==> src/rtl/arm_ctrl_pkg.sv <==
// Shared encodings for the single-cycle ARM control unit: ALU controls,
// opcode classes, condition codes, DP command values and the condition evaluator.
package arm_ctrl_pkg;

    typedef enum logic [1:0] {
        ALU_ADD = 2'b00,
        ALU_SUB = 2'b01,
        ALU_AND = 2'b10,
        ALU_ORR = 2'b11
    } alu_ctrl_e;

    typedef enum logic [1:0] {
        OP_DP  = 2'b00,
        OP_MEM = 2'b01,
        OP_BR  = 2'b10
    } op_e;

    typedef enum logic [3:0] {
        COND_EQ = 4'b0000, COND_NE = 4'b0001, COND_CS = 4'b0010, COND_CC = 4'b0011,
        COND_MI = 4'b0100, COND_PL = 4'b0101, COND_VS = 4'b0110, COND_VC = 4'b0111,
        COND_HI = 4'b1000, COND_LS = 4'b1001, COND_GE = 4'b1010, COND_LT = 4'b1011,
        COND_GT = 4'b1100, COND_LE = 4'b1101, COND_AL = 4'b1110
    } cond_e;

    localparam logic [3:0] CMD_AND = 4'b0000;
    localparam logic [3:0] CMD_SUB = 4'b0010;
    localparam logic [3:0] CMD_ADD = 4'b0100;
    localparam logic [3:0] CMD_CMP = 4'b1010;
    localparam logic [3:0] CMD_ORR = 4'b1100;

    // flags = {N,Z,C,V}; 1111 and any unknown code never execute
    function automatic logic cond_pass(input logic [3:0] cond, input logic [3:0] flags);
        logic n, z, c, v;
        {n, z, c, v} = flags;
        case (cond)
            COND_EQ: cond_pass = z;
            COND_NE: cond_pass = ~z;
            COND_CS: cond_pass = c;
            COND_CC: cond_pass = ~c;
            COND_MI: cond_pass = n;
            COND_PL: cond_pass = ~n;
            COND_VS: cond_pass = v;
            COND_VC: cond_pass = ~v;
            COND_HI: cond_pass = c & ~z;
            COND_LS: cond_pass = ~c | z;
            COND_GE: cond_pass = (n == v);
            COND_LT: cond_pass = (n != v);
            COND_GT: cond_pass = ~z & (n == v);
            COND_LE: cond_pass = z | (n != v);
            COND_AL: cond_pass = 1'b1;
            default: cond_pass = 1'b0;
        endcase
    endfunction

endpackage

==> src/rtl/cond_logic.sv <==
// NZCV status register plus condition check; gates every architectural
// side effect (register write, memory write, PC load, flag update).
module cond_logic
    import arm_ctrl_pkg::*;
#(
    parameter logic [3:0] FLAG_RST = 4'b0000
) (
    input  logic       clk,
    input  logic       reset,
    input  logic [3:0] Cond,
    input  logic [3:0] ALUFlags,
    input  logic [1:0] FlagW,
    input  logic       PCS,
    input  logic       RegW,
    input  logic       MemW,
    output logic       PCSrc,
    output logic       RegWrite,
    output logic       MemWrite,
    output logic [3:0] Flags
);

    logic [3:0] r_flags;
    logic       w_cond_ex;

    // Only the registered flags feed the check, so an update lands one instruction later
    assign w_cond_ex = cond_pass(Cond, r_flags);

    always_ff @(posedge clk or posedge reset) begin
        if (reset) begin
            r_flags <= FLAG_RST;
        end else begin
            if (FlagW[1] & w_cond_ex)
                r_flags[3:2] <= ALUFlags[3:2];
            if (FlagW[0] & w_cond_ex)
                r_flags[1:0] <= ALUFlags[1:0];
        end
    end

    assign RegWrite = RegW & w_cond_ex & ~reset;
    assign MemWrite = MemW & w_cond_ex & ~reset;
    assign PCSrc    = PCS  & w_cond_ex & ~reset;
    assign Flags    = r_flags;

endmodule

==> src/rtl/control_unit.sv <==
// Single-cycle ARM control unit: main decoder and ALU decoder over Instr[31:12],
// with condition evaluation and the flag register in cond_logic.
module control_unit
    import arm_ctrl_pkg::*;
#(
    parameter logic [3:0] FLAG_RST = 4'b0000,
    parameter bit         EN_CMP   = 1'b1
) (
    input  logic        clk,
    input  logic        reset,
    input  logic [19:0] Instr,
    input  logic [3:0]  ALUFlags,
    output logic [1:0]  RegSrc,
    output logic        RegWrite,
    output logic [1:0]  ImmSrc,
    output logic        ALUSrc,
    output logic [1:0]  ALUControl,
    output logic        MemtoReg,
    output logic        MemWrite,
    output logic        PCSrc,
    output logic [3:0]  Flags
);

    logic [3:0] w_cond;
    logic [1:0] w_op;
    logic [5:0] w_funct;
    logic [3:0] w_rd;
    logic [3:0] w_unused_rn;
    logic       w_regw_main, w_regw, w_memw, w_branch, w_alu_op, w_pcs;
    logic [1:0] w_flag_w;
    alu_ctrl_e  w_alu_ctrl;

    assign w_cond      = Instr[19:16];
    assign w_op        = Instr[15:14];
    assign w_funct     = Instr[13:8];
    assign w_unused_rn = Instr[7:4];
    assign w_rd        = Instr[3:0];

    always_comb begin
        RegSrc      = 2'b00;
        ImmSrc      = 2'b00;
        ALUSrc      = 1'b0;
        MemtoReg    = 1'b0;
        w_regw_main = 1'b0;
        w_memw      = 1'b0;
        w_branch    = 1'b0;
        w_alu_op    = 1'b0;
        case (w_op)
            OP_DP: begin
                ALUSrc      = w_funct[5];
                w_regw_main = 1'b1;
                w_alu_op    = 1'b1;
            end
            OP_MEM: begin
                ImmSrc = 2'b01;
                ALUSrc = 1'b1;
                if (w_funct[0]) begin
                    MemtoReg    = 1'b1;
                    w_regw_main = 1'b1;
                end else begin
                    RegSrc = 2'b10;
                    w_memw = 1'b1;
                end
            end
            OP_BR: begin
                RegSrc   = 2'b01;
                ImmSrc   = 2'b10;
                ALUSrc   = 1'b1;
                w_branch = 1'b1;
            end
            default: ;  // Op=11 and unknown Op: every enable stays 0
        endcase
    end

    // Unsupported DP commands fall through as a full no-op
    always_comb begin
        w_alu_ctrl = ALU_ADD;
        w_flag_w   = 2'b00;
        w_regw     = w_regw_main;
        if (w_alu_op) begin
            case (w_funct[4:1])
                CMD_ADD: begin w_alu_ctrl = ALU_ADD; w_flag_w = {2{w_funct[0]}}; end
                CMD_SUB: begin w_alu_ctrl = ALU_SUB; w_flag_w = {2{w_funct[0]}}; end
                CMD_AND: begin w_alu_ctrl = ALU_AND; w_flag_w = {w_funct[0], 1'b0}; end
                CMD_ORR: begin w_alu_ctrl = ALU_ORR; w_flag_w = {w_funct[0], 1'b0}; end
                CMD_CMP: begin
                    if (EN_CMP) begin
                        w_alu_ctrl = ALU_SUB;
                        w_flag_w   = 2'b11;
                    end
                    w_regw = 1'b0;
                end
                default: w_regw = 1'b0;
            endcase
        end
    end

    assign ALUControl = w_alu_ctrl;
    assign w_pcs      = w_branch | (w_regw & (w_rd == 4'hF));

    cond_logic #(
        .FLAG_RST (FLAG_RST)
    ) u_cond_logic (
        .clk      (clk),
        .reset    (reset),
        .Cond     (w_cond),
        .ALUFlags (ALUFlags),
        .FlagW    (w_flag_w),
        .PCS      (w_pcs),
        .RegW     (w_regw),
        .MemW     (w_memw),
        .PCSrc    (PCSrc),
        .RegWrite (RegWrite),
        .MemWrite (MemWrite),
        .Flags    (Flags)
    );

endmodule

==> config.mk <==
export PLATFORM = sky130hd
export DESIGN_NAME = control_unit
export DESIGN_NICKNAME = d
export VERILOG_FILES = /design/src/rtl/arm_ctrl_pkg.sv /design/src/rtl/cond_logic.sv /design/src/rtl/control_unit.sv
export SDC_FILE = /design/constraint.sdc
export NUM_CORES = 1
export LEC_CHECK = 0
export CAP_MARGIN = 20
export CORE_UTILIZATION = 32
export CTS_CLUSTER_SIZE = 30
export DETAILED_ROUTE_END_ITERATION = 10
export GPL_ROUTABILITY_DRIVEN = 0
export PLACE_DENSITY = 0.79
export SYNTH_ARGS = -nofsm -noshare
export SYNTH_HDL_FRONTEND = slang
export SYNTH_SLANG_ARGS = --single-unit
==> constraint.sdc <==
create_clock -name clk -period 2.41 [get_ports clk]
set_input_delay 0.482 -clock clk [delete_from_list [all_inputs] [get_ports clk]]
set_output_delay 0.482 -clock clk [all_outputs]
set_load 0.005 [all_outputs]
After elaboration in Yosys (flattened, before gate mapping)
Cells that the tools add are included.

cells by class
  mux-type cells = 18
  bitwise logic cells = 19
  equality and inequality tests = 23
  reduce and logical (&&, ||, !) cells = 8

operators by type and width
  kind                                            count
  == test 4 bit (second input constant)           10
  == test 4 x 3 -> 1 bit (second input constant)  5
  case mux 1 bit (15 select lines)                1
  == test 4 x 2 -> 1 bit (second input constant)  3
  case mux 2 bit (3 select lines)                 2
  bitwise AND 1 bit                               11
  logical NOT 4 bit                               2
  2-to-1 mux 1 bit                                8
  case mux 2 bit (2 select lines)                 2
  OR reduction 2 bit                              4
  2-to-1 mux 2 bit                                3
  inverter 1 bit                                  5
  == test 4 x 1 -> 1 bit (second input constant)  1
  case mux 1 bit (2 select lines)                 2
  OR reduction 4 bit                              1
  bitwise OR 1 bit                                3
  == test 2 x 1 -> 1 bit (second input constant)  1
  == test 2 bit (second input constant)           1
  logical NOT 2 bit                               1
  == test 1 bit                                   1
  inequality test 1 bit                           1

storage, ports and cells
  register bits after elaboration = 4
  output and inout port bits = 15
  logic and storage cells = 70

Depth between registers and ports, before layout
  word-level depth = 8
  mapped depth = 7

By module
A second synthesis with hierarchy kept.

unflattened totals
  cells, all modules = 98
  area total of the unflattened synthesis = 787.0 µm²

modules (own cells, without submodules)
  module        instances  seq. area each (µm²)  cells an instance  area an instance (µm²)
  cond_logic    1          100.1                 65                 560.5
  control_unit  1          0.0                   33                 226.5

Worst setup path before layout
Ideal clock, no wire load.

  path kind = input port to output port
  start point = input port Instr[18]
  end point = output port PCSrc
  buffers on the path = 0
  stages = 6
  setup slack = -0.016 ns
  data required time = 1.928 ns
  data arrival time = 1.944 ns
  path through = and2_1 or4b_1 a311oi_1 nor4_1 or2_2 o21ba_2

on the way
  word-level cells in the longest chain between the ends = 4
  elaborated cells on any way between the ends = 18
  those cells by class = 14 x eq/ne; 1 x mux; 2 x bitwise; 1 x reduce/logical

RTL lines
  element                                RTL line            RTL
  start: declaration                     control_unit.sv:11  input logic [19:0] Instr,
  == test 4 bit (tied with other cells)  arm_ctrl_pkg.sv:35  case (cond)
  case mux 1 bit (15 select lines) *     arm_ctrl_pkg.sv:35
  bitwise AND 1 bit * (2 in series)      cond_logic.sv:41    assign PCSrc = PCS & w_cond_ex & ~reset;
  end: declaration                       control_unit.sv:20  output logic PCSrc,

Mark *: on every way between the ends. The rest lies on a longest branch, timed or not.

Worst setup path after layout
  start point = input port Instr[19]
  end point = output port PCSrc

Same word-level chain as after synthesis.

==> results.py <==
metrics = {
    "floorplanning": {
        "dieArea_um2": 2100,
        "dieWidth_um": 45.8,
        "fp.dieH_um": 45.8,
        "ios": 41,
        "core_um2": 1760,
        "std_cell_rows": 15,
        "floorplan.initialDensity_pct": 34.8,
    },
    "place": {
        "place_inst": 160,
        "dp_hpwl_um": 1670,
        "dp_slack_ps": -1070,
        "portBuffers": 36,
    },
    "final_layout": {
        "nets": 172,
        "largest_reg_flops": 4,
        "antenna_cells": 0,
        "final_cells": 164,
        "drive_gt1_share_pct": 38.8,
        "fill_cells": 148,
        "syn_to_final_growth_pct": 104,
    },
    "clock_network": {
        "numCtsBuffers": 3,
        "path_clk_slew_ps": 40,
        "cts_tree": "built",
        "cts_buffer_depth": 2,
        "cts_hold_buf": 0,
        "clkSinkCount": 4,
        "cts_root_buffer": "clkbuf_4",
        "clock_latency_ps": 240,
        "htreeDepth": 1,
    },
    "synth": {
        "yosysTopAreaCell": "dfrtp_1",
        "seq_area_frac_synth_pct": 16.3,
        "syn_area_um2": 614,
        "synth_nets": 107,
        "synth_warnings": 0,
        "synth_top_area_share_pct": 16.3,
        "synth_common_cells": "a21oi_1 (6), inv_1 (6), ha_1 (5), nor2b_1 (5)",
        "synth_area_per_cell_um2": 8.08,
        "synth-async-reset-ratio_pct": 100,
        "ys.flop_type": "dfrtp_1",
        "synth-edff-count": 0,
        "synth-seq-cells": 4,
        "synth.area.top_cells": "dfrtp_1 (16%), ha_1 (10%), nor2b_1 (5.1%)",
        "synthCells": 76,
        "yosysUniqueCellTypes": 38,
    },
    "run_status": {
        "status": "complete, but fails checks",
        "violations": "negative setup slack",
    },
    "detailed_routing": {
        "highest_layer": "met4",
        "wl_met2_um": 1140,
        "route.detailed.drc": 0,
        "routed_wl_um": 2060,
        "vias_per_cell": 5.02,
        "drt_iter0_markers": 6,
        "wl_met1_um": 766,
        "vias": 824,
        "antenna_left": 0,
        "route.met3.wl_um": 109,
        "dr.pass1.iters": 4,
        "detail_route.wl_per_cell_um": 12.5,
    },
    "critical_path": {
        "cp.required_ps": 1930,
        "arrival_ps": 2100,
        "startpoint_type": "primary input",
        "r2r_slack_ps": 200,
        "cp_max_fo": 3,
        "worstSetupPathType": "in -> out",
        "end_kind": "output port",
    },
    "sta": {
        "setup_ws_ps": -173,
        "period_needed_ps": 2580,
        "drv_slew": 0,
        "finClkSkew_ps": 5.45,
        "grt_setup_unrepaired": "yes",
        "max_freq_mhz": 387,
        "max-slew-margin-rel_pct": 78.8,
        "tightestPinTransition_ps": 315,
        "timing.final.crit_share_pct": 107,
        "finalHoldViolCount": 0,
        "setup_violations": 3,
    },
    "grt": {
        "gr-usage-all-layers_pct": 21.1,
        "grt_pass1_vias": 829,
        "grt_remaining_overflow": 0,
        "grt_pass1_wl_um": 3190,
        "antenna_found_initial": 0,
        "grt_max_degree": 10,
    },
    "pwr": {
        "power.total_uw": 502,
        "ir_worst_vdd_uv": 197,
        "p_leak_nw": 0.593,
        "power_density_nw_per_um2": 400,
    },
    "job": {
        "cap_violations": 0,
    },
    "hold_path": {
        "hold_class": "reg -> reg",
    },
}
path summary, 6_finish.rpt:
path,start,end,depth (start not counted)
worst min register to register,u_cond_logic.Flags[1],u_cond_logic.Flags[1],1
worst max-delay path,Instr[19],PCSrc,8
worst max register to register,u_cond_logic.Flags[2],u_cond_logic.Flags[3],7
min in group asynchronous,reset,u_cond_logic.Flags[2],3
max in group asynchronous,reset,u_cond_logic.Flags[3],3
worst min-delay path,u_cond_logic.Flags[1],u_cond_logic.Flags[1],1
final cells by class:
| cell class | count | area [um2] | area share (%) |
|---|---|---|---|
| Inverter | 6 | 22.5 | 1.79 |
| Sequential cell | 4 | 100 | 7.98 |
| Clock buffer | 3 | 22.5 | 1.79 |
| Tap cell | 25 | 31.3 | 2.49 |
| Multi-Input combinational cell | 63 | 527 | 42.0 |
| Timing Repair Buffer | 63 | 552 | 44.0 |
timing repair:
item                                    CTS  global route
gates resized for setup                  44             4
pin swaps                                 5             4
buffers inserted                          1             0
endpoints found under the setup margin   13             7
metrics by stage:
stage | TNS (ps) | utilization, % | cell area [um2] | hold WS [ps]
after floorplan | 0 | - | 614 | 248
after global placement | -4970 | 67.2 | 1180 | 525
after detailed placement | -5850 | 67.2 | 1180 | 529
after CTS | -710 | 70.3 | 1240 | 539
after global routing | -663 | 71.1 | 1250 | 565
final | -355 | 71.1 | 1250 | 529
placed cells by master, fill, tap and decap left out, types with 2 or more instances in the layout:
| cell | netlist | final |
|---|---|---|
| buf_4 | 1 | 27 |
| clkdlybuf4s50_1 | 0 | 24 |
| a21oi_1 | 6 | 6 |
| inv_1 | 6 | 5 |
| dlygate4sd2_1 | 0 | 5 |
| nor2b_1 | 5 | 4 |
| nor2_1 | 4 | 4 |
| ha_1 | 5 | 4 |
| dfrtp_1 | 4 | 4 |
| nand2b_1 | 3 | 3 |
| o21ai_0 | 4 | 3 |
| clkbuf_4 | 0 | 3 |
| buf_2 | 1 | 3 |
| nand2_1 | 2 | 2 |
| a22oi_1 | 2 | 2 |
| a31oi_1 | 2 | 2 |
| mux2i_1 | 2 | 2 |
| nand3b_1 | 2 | 2 |
| nor4_2 | 0 | 2 |
| mux2_2 | 2 | 2 |
| mux2_4 | 2 | 2 |
| buf_6 | 0 | 2 |
power breakdown:
group,switching [mW],internal [mW]
combinational,0.112,0.198
sequential,0.0205,0.0867
clock,0.0293,0.0558
total,0.162,0.341
metal layers:
layer  global-route usage (%)  up-vias
met5                        0        -
met1                     20.7      377
met3                     2.38        6
met2                     42.3       38
met4                     10.6        0
li1                         -      403
logic make-up (layout without fill, tap and decap cells):
kind of cell | Yosys count | in the layout | share of synthesized area, %
AND/OR/NAND/NOR | 31 | 31 | 33.0
flip-flops | 4 | 4 | 16.3
XOR/XNOR | 2 | 2 | 2.85
AO/OA/AOI/OAI | 19 | 19 | 19.6
adder cells (fa/ha/maj) | 5 | 5 | 10.2
multiplexers | 6 | 6 | 11.8
buffers and inverters | 9 | 72 | 6.31
worst max-delay path: stages:
cell and delay (ps):
buf_8 90, and2_4 150, or4b_4 510, a311oi_2 240, nor4_2 80, or2_4 240, o21ba_4 220, buf_6 80
No activity file was read; power rests on OpenSTA's default activity.
